[src/rtl/reflex_round_controller.sv]
// -----------------------------------------------------------------------------
// reflex_round_controller
//
// Sequences one Reflex-Trainer game. After start it alternates between a
// random hold-off (WAIT) and a lit target (TARGET). Reaction time is measured
// in milliseconds, and hits and misses are counted. The game ends after ROUNDS
// rounds or once the external game-second timer reaches GAME_SECONDS,
// whichever comes first.
//
// Parameters
//   MS_DIV       clk cycles per 1 ms tick
//   ROUNDS       rounds per game (1..15)
//   TIMEOUT_MS   max ms the target stays lit before it counts as a miss (<=1023)
//   MIN_WAIT_MS  fixed part of the random hold-off
//   GAME_SECONDS game-time limit, compared to elapsed_time (<=31)
//
// Ports
//   clk           in   system clock
//   rst_n         in   asynchronous active-low reset
//   start         in   1-cycle pulse, debounced start button
//   hit           in   1-cycle pulse, debounced player button
//   elapsed_time  in   [4:0] game seconds from the game timer
//   game_run      out  run/enable level to the game timer (WAIT and TARGET)
//   target_on     out  target LED, high only in TARGET
//   round         out  [3:0] rounds completed in this game
//   score         out  [3:0] hits in this game
//   last_rt_ms    out  [9:0] latest valid reaction time in ms
//   rt_valid      out  1-cycle pulse, last_rt_ms updated
//   miss          out  1-cycle pulse, early press or timeout
//   done          out  high in DONE
// -----------------------------------------------------------------------------
module reflex_round_controller #(
   parameter int unsigned MS_DIV       = 100000,
   parameter int unsigned ROUNDS       = 8,
   parameter int unsigned TIMEOUT_MS   = 1000,
   parameter int unsigned MIN_WAIT_MS  = 500,
   parameter int unsigned GAME_SECONDS = 30
) (
   input  logic       clk,
   input  logic       rst_n,
   input  logic       start,
   input  logic       hit,
   input  logic [4:0] elapsed_time,
   output logic       game_run,
   output logic       target_on,
   output logic [3:0] round,
   output logic [3:0] score,
   output logic [9:0] last_rt_ms,
   output logic       rt_valid,
   output logic       miss,
   output logic       done
);

   localparam int unsigned PW = (MS_DIV > 1) ? $clog2(MS_DIV) : 1;

   typedef enum logic [1:0] {StIdle, StWait, StTarget, StDone} state_e;

   state_e      state_q, state_d;
   logic [15:0] lfsr_q, lfsr_d;
   logic [PW-1:0] presc_q, presc_d;
   logic [10:0] ms_cnt_q, ms_cnt_d;
   logic [10:0] delay_q, delay_d;
   logic [9:0]  rt_cnt_q, rt_cnt_d;
   logic [3:0]  round_q, round_d;
   logic [3:0]  score_q, score_d;
   logic [9:0]  last_rt_q, last_rt_d;
   logic        rt_valid_q, rt_valid_d;
   logic        miss_q, miss_d;

   logic        ms_tick;
   logic [10:0] new_delay;
   logic [3:0]  round_inc;
   logic        game_over;
   logic        time_up;
   logic        timeout;

   // Fibonacci LFSR, taps 16,14,13,11 (right-shifting form)
   assign lfsr_d    = {lfsr_q[0] ^ lfsr_q[2] ^ lfsr_q[3] ^ lfsr_q[5], lfsr_q[15:1]};

   assign ms_tick   = (presc_q == PW'(MS_DIV - 1));
   assign new_delay = 11'(MIN_WAIT_MS) + {1'b0, lfsr_q[9:0]};
   assign round_inc = round_q + 4'd1;
   assign time_up   = (elapsed_time >= 5'(GAME_SECONDS));
   // A round that completes now either ends the game or returns to WAIT
   assign game_over = (round_inc == 4'(ROUNDS)) || time_up;
   assign timeout   = ms_tick && (rt_cnt_q == 10'(TIMEOUT_MS - 1));

   always_comb begin
      state_d    = state_q;
      presc_d    = ms_tick ? '0 : presc_q + 1'b1;
      ms_cnt_d   = ms_cnt_q;
      delay_d    = delay_q;
      rt_cnt_d   = rt_cnt_q;
      round_d    = round_q;
      score_d    = score_q;
      last_rt_d  = last_rt_q;
      rt_valid_d = 1'b0;
      miss_d     = 1'b0;

      unique case (state_q)
         StIdle, StDone: begin
            if (start) begin
               state_d  = StWait;
               round_d  = '0;
               score_d  = '0;
               delay_d  = new_delay;
               ms_cnt_d = '0;
            end
         end

         StWait: begin
            if (hit) begin
               // Early press: miss, and the hold-off restarts with a fresh delay
               miss_d   = 1'b1;
               round_d  = round_inc;
               delay_d  = new_delay;
               ms_cnt_d = '0;
               presc_d  = '0;
               if (game_over) state_d = StDone;
            end else if (time_up) begin
               state_d = StDone;
            end else if (ms_tick) begin
               if (ms_cnt_q + 11'd1 == delay_q) begin
                  state_d  = StTarget;
                  rt_cnt_d = '0;
               end else begin
                  ms_cnt_d = ms_cnt_q + 11'd1;
               end
            end
         end

         StTarget: begin
            // A hit wins over a timeout tick in the same cycle
            if (hit || timeout) begin
               if (hit) begin
                  rt_valid_d = 1'b1;
                  last_rt_d  = rt_cnt_q;
                  score_d    = score_q + 4'd1;
               end else begin
                  miss_d = 1'b1;
               end
               round_d  = round_inc;
               delay_d  = new_delay;
               ms_cnt_d = '0;
               state_d  = game_over ? StDone : StWait;
            end else if (time_up) begin
               state_d = StDone;
            end else if (ms_tick && (rt_cnt_q != '1)) begin
               rt_cnt_d = rt_cnt_q + 10'd1;
            end
         end

         default: state_d = StIdle;
      endcase

      // Every state entry starts a full-length millisecond
      if (state_d != state_q) presc_d = '0;
   end

   always_ff @(posedge clk or negedge rst_n) begin
      if (!rst_n) begin
         state_q    <= StIdle;
         lfsr_q     <= 16'hACE1;
         presc_q    <= '0;
         ms_cnt_q   <= '0;
         delay_q    <= '0;
         rt_cnt_q   <= '0;
         round_q    <= '0;
         score_q    <= '0;
         last_rt_q  <= '0;
         rt_valid_q <= 1'b0;
         miss_q     <= 1'b0;
      end else begin
         state_q    <= state_d;
         lfsr_q     <= lfsr_d;
         presc_q    <= presc_d;
         ms_cnt_q   <= ms_cnt_d;
         delay_q    <= delay_d;
         rt_cnt_q   <= rt_cnt_d;
         round_q    <= round_d;
         score_q    <= score_d;
         last_rt_q  <= last_rt_d;
         rt_valid_q <= rt_valid_d;
         miss_q     <= miss_d;
      end
   end

   assign game_run   = (state_q == StWait) || (state_q == StTarget);
   assign target_on  = (state_q == StTarget);
   assign done       = (state_q == StDone);
   assign round      = round_q;
   assign score      = score_q;
   assign last_rt_ms = last_rt_q;
   assign rt_valid   = rt_valid_q;
   assign miss       = miss_q;

endmodule
[config.mk]
export PLATFORM = sky130hd
export DESIGN_NAME = reflex_round_controller
export DESIGN_NICKNAME = d
export VERILOG_FILES = /design/src/rtl/reflex_round_controller.sv
export SDC_FILE = /design/constraint.sdc
export NUM_CORES = 1
export LEC_CHECK = 0
export CORE_ASPECT_RATIO = 1.2
export CORE_MARGIN = 1.5
export CORE_UTILIZATION = 60
export DETAILED_ROUTE_END_ITERATION = 16
export PLACE_DENSITY = 0.91
export SKIP_CTS_REPAIR_TIMING = 1
export SLEW_MARGIN = 20
export SYNTH_ARGS = -nofsm -noshare
export SYNTH_HDL_FRONTEND = slang
export SYNTH_SLANG_ARGS = --single-unit
[constraint.sdc]
create_clock -name clk -period 3.6 [get_ports clk]
set_clock_uncertainty 0.1 [all_clocks]
set_input_delay 0.54 -clock clk [delete_from_list [all_inputs] [get_ports clk]]
set_output_delay 0.54 -clock clk [all_outputs]
set_load 0.1 [all_outputs]
* Yosys cells after proc, flatten, opt, wreduce, memory -nomap -nowiden
Cells that the tools add are included.
** Word-level totals
- Bits in registers :: 87
- Output and inout bits :: 23
- Logic and storage cells :: 104
** Cells by class
- Add/subtract/negate cells :: 6
- $lt $le $gt $ge :: 1
- Equal/unequal tests :: 23
- Multiplexer cells :: 46
- Bitwise gates (word level) :: 3
- Reductions and logical operators :: 14
** Operator list (number)
- 11-bit 2-to-1 mux :: 9
- 10-bit 2-to-1 mux :: 7
- 17-bit 2-to-1 mux :: 4
- 11-bit case mux with 3 select lines :: 2
- 4-bit 2-to-1 mux :: 5
- 10-bit case mux with 2 select lines :: 1
- 2-bit 2-to-1 mux :: 9
- 2-bit inequality test, second input constant :: 9
- 17-bit by 1-bit adder with 17-bit output, second input constant :: 1
- 17-bit equality test, second input constant :: 1
- 4-bit case mux with 3 select lines :: 1
- 11-bit by 1-bit adder with 11-bit output, second input constant :: 1
- 9-bit by 10-bit adder with 11-bit output, first input constant :: 1
- 11-bit equality test :: 1
- 10-bit by 1-bit adder with 10-bit output, second input constant :: 1
- 10-bit equality test, second input constant :: 1
- 10-bit inequality test, second input constant :: 1
- 3-bit inequality test, second input constant :: 3
- 4-bit by 1-bit adder with 4-bit output, second input constant :: 2
- 4-bit case mux with 2 select lines :: 1
- 8-bit AND reduction :: 1
- 2-bit case mux with 3 select lines :: 1
- 3-bit AND reduction :: 2
- 5-bit >= comparator, second input constant :: 1
- 15 further kinds :: 27

* Longest topological paths before layout
- Word-level depth :: 9
- Gate-level depth with buffers :: 12
- Depth with buffers taken out :: 9

* Least setup slack after synthesis
No wires, ideal clock.
- Kind :: flip-flop to flip-flop
- Start point :: register state_q[0]
- End point :: register presc_q[14]
- Library setup time :: 0.087 ns
- Arrival time :: 2.948 ns
- Required time :: 3.413 ns
- Path slack :: 0.466 ns
- Cell stages (with the launch flop) :: 11
- Path buffers :: 2
- Cells stage by stage :: dfrtp_1 > inv_1 > ha_1 > clkbuf_1 > clkinv_1 > nor2_1 > nor3_1 > a41oi_1 > o211ai_2 > buf_6 > nor3_1
** On the way
- Cells in the longest elaborated chain, start to end :: 7
** RTL lines
- start, declared :: line 58 : state_e state_q, state_d;
- start signal, assigned :: line 162 : state_q <= StIdle;
- start signal, assigned :: line 174 : state_q <= state_d;
- 2-bit 2-to-1 mux :: line 123 : if (ms_cnt_q + 11'd1 == delay_q) begin
- 2-bit 2-to-1 mux :: line 122 : end else if (ms_tick) begin
- 2-bit 2-to-1 mux :: line 120 : end else if (time_up) begin
- 2-bit 2-to-1 mux :: line 112 : if (hit) begin
- 2-bit case mux with 3 select lines :: line 100 : unique case (state_q)
- 2-bit inequality test :: line 157 : if (state_d != state_q) presc_d = '0;
- 17-bit 2-to-1 mux (*) :: line 157
- via presc_d[14] :: line 60 : logic [PW-1:0] presc_q, presc_d;
- end signal, assigned :: line 176 : presc_q <= presc_d;
- end, declared :: line 60
Mark *: on every way through the listed nets, which the timed path passes. The rest lies on a longest branch.
A chain may end at the register's enable or synchronous reset.

* Worst setup path in the final report
- Start point :: register ms_cnt_q[2]
- End point :: register ms_cnt_q[1]
** On the way
- Cells in the longest elaborated chain, start to end :: 4
** RTL lines
- start, declared :: line 61 : logic [10:0] ms_cnt_q, ms_cnt_d;
- start signal, assigned :: line 177 : ms_cnt_q <= ms_cnt_d;
- 11-bit by 1-bit adder with 11-bit output :: line 123
- 11-bit equality test :: line 123
- 3-bit inequality test (no line)
- 5-bit AND reduction (no line)
No other way between the ends.

==> flow_summary.ini <==
[routing]
routed-via-count = 4291
detail-route-antenna-nets = 0
post_drt_wl_per_cell_um = 17.0
via_per_inst = 6.50
detail_route.wirelength_um = 11200
drt_pre_antenna_iters = 14
number_of_design_rule_violations_left_by_the_first_detailed_router_iteration = 588
drc = 4

[synthesis]
synth_top_area_cell = sky130_fd_sc_hd__dfrtp_1
synth_cell_type_count = 75
post_synth_instance_area_um2 = 4900
seq_area_frac_synth_pct = 44.6
synthCells = 533
synth_top_area_share_pct = 40.3
synth_enable_flop_cells = 0
synthArstFlopShare_pct = 100
synthesis.nets = 551
flip_flop_cell_with_the_highest_count_after_synthesis = sky130_fd_sc_hd__dfrtp_1
syn_area_per_cell_um2 = 9.20
postSynthRegisterBits = 87
synth_top_cells_by_area = sky130_fd_sc_hd__dfrtp_1, sky130_fd_sc_hd__nand2_1, sky130_fd_sc_hd__dfstp_2
yosysWarningCount = 0

[setup_path]
start_kind = register
crit_fanout = 12
number_of_cells_on_the_worst_reg_to_reg_path = 8
critPathArrivalTime_ns = 3.36
cp-end-kind = register
timing_worst_setup_path_type = reg2reg
required_arrival_time_at_the_worst_endpoint_ns = 3.77

[timing]
fmax_mhz = 313
max_slew_margin_pct = 34.6
hold_worst_slack_ns = 0.0889
slew_viol_final = 0
fin_tns_setup_ns = 0
grt_setup_unrepaired = false
timing.final.hold_violations = 0
timing_worst_slew_pin_value_ns = 0.978
timing.final.crit_share_pct = 88.8
min_period_ns = 3.20
timing.final.setup_violations = 0

[place]
place.gp.congestion = 0.940
numPlacedInstances = 644
io_buffers = 30
place.detailed.hpwl_um = 7490
placed_area_um2 = 5300

[global_route]
grt_pass1_vias = 4088
pin_count_of_the_biggest_net_entering_global_routing = 52
met1_routing_resource_usage_after_global_routing_pct = 35.7
antenna_found_initial = 0
grt_first_pass_wirelength_um = 19000
grt_met2_usage_pct = 44.5
grt.overflow.total = 0
grt_most_used_layer = met2
global_route.usage.total_pct = 27.2
met3_usage_pct = 5.82

[die]
dieWidth_um = 85.5
boundaryPins = 32
floorplan.initialDensity_pct = 62.9
core_um2 = 7790
die_area_um2 = 8720
fp-row-count = 35
die-height_um = 102

[clock_network]
worst_skew_pair.late_latency_ns = 0.37
clock_tree.htree_level_count = 3
clock_tree_from_tritoncts = built
number_of_buffers_on_the_longest_clock_path = 2
numClockSinks = 87
clk_root_buffer_cell = sky130_fd_sc_hd__clkbuf_8
cts-buffers-inserted = 9
clk_pin_slew_ns = 0.10

[run_status]
outcome = finished, violations left
failed_checks = DRC

[finish]
finish.instance_area_um2 = 5530
antenna_cells_inserted = 0
drive_above_1_share_pct = 11.4
synthToLayoutAreaGrowth_pct = 12.8
nNetsFinal = 581
stdcell_count = 660

[flow_run]
number_of_maximum_capacitance_constraint_violations = 0

[worst_hold_path]
classification_of_the_worst_slack_hold_path = in2async

[pwr]
vdd_drop_max_uv = 650
power.static_leakage_nw = 2.31
power_density_over_cell_area_nw_per_um2 = 706
-- final cells by class --
| class | count | area (um2) |
|---|---|---|
| Fill cell | 546 | 2270 |
| Clock inverter | 7 | 103 |
| Timing Repair Buffer | 46 | 410 |
| Sequential cell | 87 | 2190 |
| Inverter | 17 | 63.8 |
| Multi-Input combinational cell | 402 | 2530 |
| Clock buffer | 9 | 124 |
| Tap cell | 92 | 115 |
-- cell usage in the layout, fill, tap and decap left out, types with 5 or more instances in the layout --
cell                              Yosys  routed
sky130_fd_sc_hd__dfstp_2              8       8
sky130_fd_sc_hd__clkdlybuf4s50_1      0      26
sky130_fd_sc_hd__and2_1               6       6
sky130_fd_sc_hd__nand2_1             70      70
sky130_fd_sc_hd__xor2_1              15      15
sky130_fd_sc_hd__inv_1               15      15
sky130_fd_sc_hd__mux2i_1              7       7
sky130_fd_sc_hd__and3_1               5       5
sky130_fd_sc_hd__o211ai_1             6       6
sky130_fd_sc_hd__dfrtp_1             79      79
sky130_fd_sc_hd__buf_4                1      20
sky130_fd_sc_hd__o21ai_0             30      30
sky130_fd_sc_hd__nor3_1              28      28
sky130_fd_sc_hd__ha_1                 9       9
sky130_fd_sc_hd__nand4_1             17      17
sky130_fd_sc_hd__xnor2_1             23      23
sky130_fd_sc_hd__a31oi_1              5       5
sky130_fd_sc_hd__nor2_1              34      34
sky130_fd_sc_hd__clkbuf_8             0       9
sky130_fd_sc_hd__nor4_1              10      10
sky130_fd_sc_hd__nand3_1             35      35
sky130_fd_sc_hd__a21oi_1             18      18
-- cell usage after synthesis, types with 2 or more instances --
cell type / count
sky130_fd_sc_hd__nor4_1: 10
sky130_fd_sc_hd__nand3b_1: 2
sky130_fd_sc_hd__mux2_2: 4
sky130_fd_sc_hd__ha_1: 9
sky130_fd_sc_hd__a21oi_1: 18
sky130_fd_sc_hd__o311ai_0: 3
sky130_fd_sc_hd__o211ai_1: 6
sky130_fd_sc_hd__buf_2: 3
sky130_fd_sc_hd__o32ai_2: 2
sky130_fd_sc_hd__a32oi_1: 3
sky130_fd_sc_hd__a31oi_1: 5
sky130_fd_sc_hd__dfstp_2: 8
sky130_fd_sc_hd__mux2i_1: 7
sky130_fd_sc_hd__nand2b_1: 2
sky130_fd_sc_hd__a211o_1: 3
sky130_fd_sc_hd__nand4_1: 17
sky130_fd_sc_hd__o21ai_0: 30
sky130_fd_sc_hd__nor2_1: 34
sky130_fd_sc_hd__o21ai_1: 2
sky130_fd_sc_hd__a31o_2: 3
sky130_fd_sc_hd__a22oi_1: 3
sky130_fd_sc_hd__buf_6: 2
sky130_fd_sc_hd__and3_1: 5
sky130_fd_sc_hd__o32ai_1: 2
sky130_fd_sc_hd__o31ai_1: 3
sky130_fd_sc_hd__or2_2: 2
sky130_fd_sc_hd__nand4b_1: 2
sky130_fd_sc_hd__a2bb2oi_1: 3
sky130_fd_sc_hd__clkbuf_1: 20
sky130_fd_sc_hd__clkinv_1: 2
sky130_fd_sc_hd__nor3_1: 28
sky130_fd_sc_hd__xnor2_1: 23
sky130_fd_sc_hd__nand2_1: 70
sky130_fd_sc_hd__dfrtp_1: 79
sky130_fd_sc_hd__inv_1: 15
sky130_fd_sc_hd__xor2_1: 15
sky130_fd_sc_hd__a2111o_1: 2
sky130_fd_sc_hd__nand3_1: 35
sky130_fd_sc_hd__a21o_1: 4
sky130_fd_sc_hd__a211oi_1: 2
sky130_fd_sc_hd__and4_1: 3
sky130_fd_sc_hd__nor2b_1: 4
sky130_fd_sc_hd__and2_1: 6
-- report_power, final --
group	switching [mW]	total, mW	internal, mW
Sequential	0.110	1.20	1.09
Clock	0.385	0.786	0.401
Combinational	1.39	1.92	0.531
Total	1.88	3.90	2.02
-- metal layers --
| layer | vias to the layer above | share of wire (%) |
|---|---|---|
| li1 | 2002 | - |
| met1 | 2010 | 42 |
| met2 | 235 | 48 |
| met3 | 44 | 7.4 |
| met4 | 0 | 2.8 |
| met5 | - | 0 |
-- final timing paths --
kind | end | slack, ns | startpoint
hold / removal | last_rt_ms[9]$_DFFE_PN0P_ | 0.09 | rst_n
setup reg to reg | ms_cnt_q[1]$_DFFE_PN0P_ | 0.40 | ms_cnt_q[2]$_DFFE_PN0P_
hold reg to reg | lfsr_q[10]$_DFF_PN1_ | 0.26 | lfsr_q[11]$_DFF_PN1_
setup / recovery | ms_cnt_q[1]$_DFFE_PN0P_ | 0.40 | ms_cnt_q[2]$_DFFE_PN0P_
max in group asynchronous | lfsr_q[15]$_DFF_PN1_ | 2.51 | rst_n
min in group clk | lfsr_q[10]$_DFF_PN1_ | 0.26 | lfsr_q[11]$_DFF_PN1_
-- worst max-delay path: stages, from the launching register on --
cell                      delay (ns)
sky130_fd_sc_hd__dfrtp_1        0.55
sky130_fd_sc_hd__nand3_1        0.43
sky130_fd_sc_hd__or4_1          0.62
sky130_fd_sc_hd__a31oi_1        0.19
sky130_fd_sc_hd__a31oi_1        0.09
sky130_fd_sc_hd__a31oi_1        0.50
sky130_fd_sc_hd__buf_4          0.30
sky130_fd_sc_hd__o21ai_0        0.11
sky130_fd_sc_hd__a31o_2         0.21
-- flip-flops by register name, indices dropped and copies added, names as in the netlist, 2 cells and up --
register / cells
delay_q: 11
last_rt_ms: 10
lfsr_q: 16
ms_cnt_q: 11
presc_q: 17
round: 4
rt_cnt_q: 10
score: 4
state_q: 2
-- cell families after synthesis --
group                      after synthesis  share of synthesized area [%]
AOI/OAI and AO/OA                      111                           16.0
xor gates and xnor gates                38                           6.79
adders and majority gates                9                           2.30
buffers and inverters                   44                           3.83
DFF                                     87                           44.6
muxes                                   11                           2.35
and+or+nand+nor                        233                           24.1
-- through the flow --
| stage | power (mW) | utilization, % | setup slack [ns] |
|---|---|---|---|
| after floorplan | 2.65 | - | 0.466 |
| after global placement | 3.03 | 68.0 | 0.601 |
| after detailed placement | 3.10 | 68.0 | 0.461 |
| after CTS | 3.88 | 70.9 | 0.475 |
| after global routing | 4.10 | 70.9 | 0.206 |
| final | 3.90 | 70.9 | 0.404 |
No activity file was read; power rests on OpenSTA's default activity.
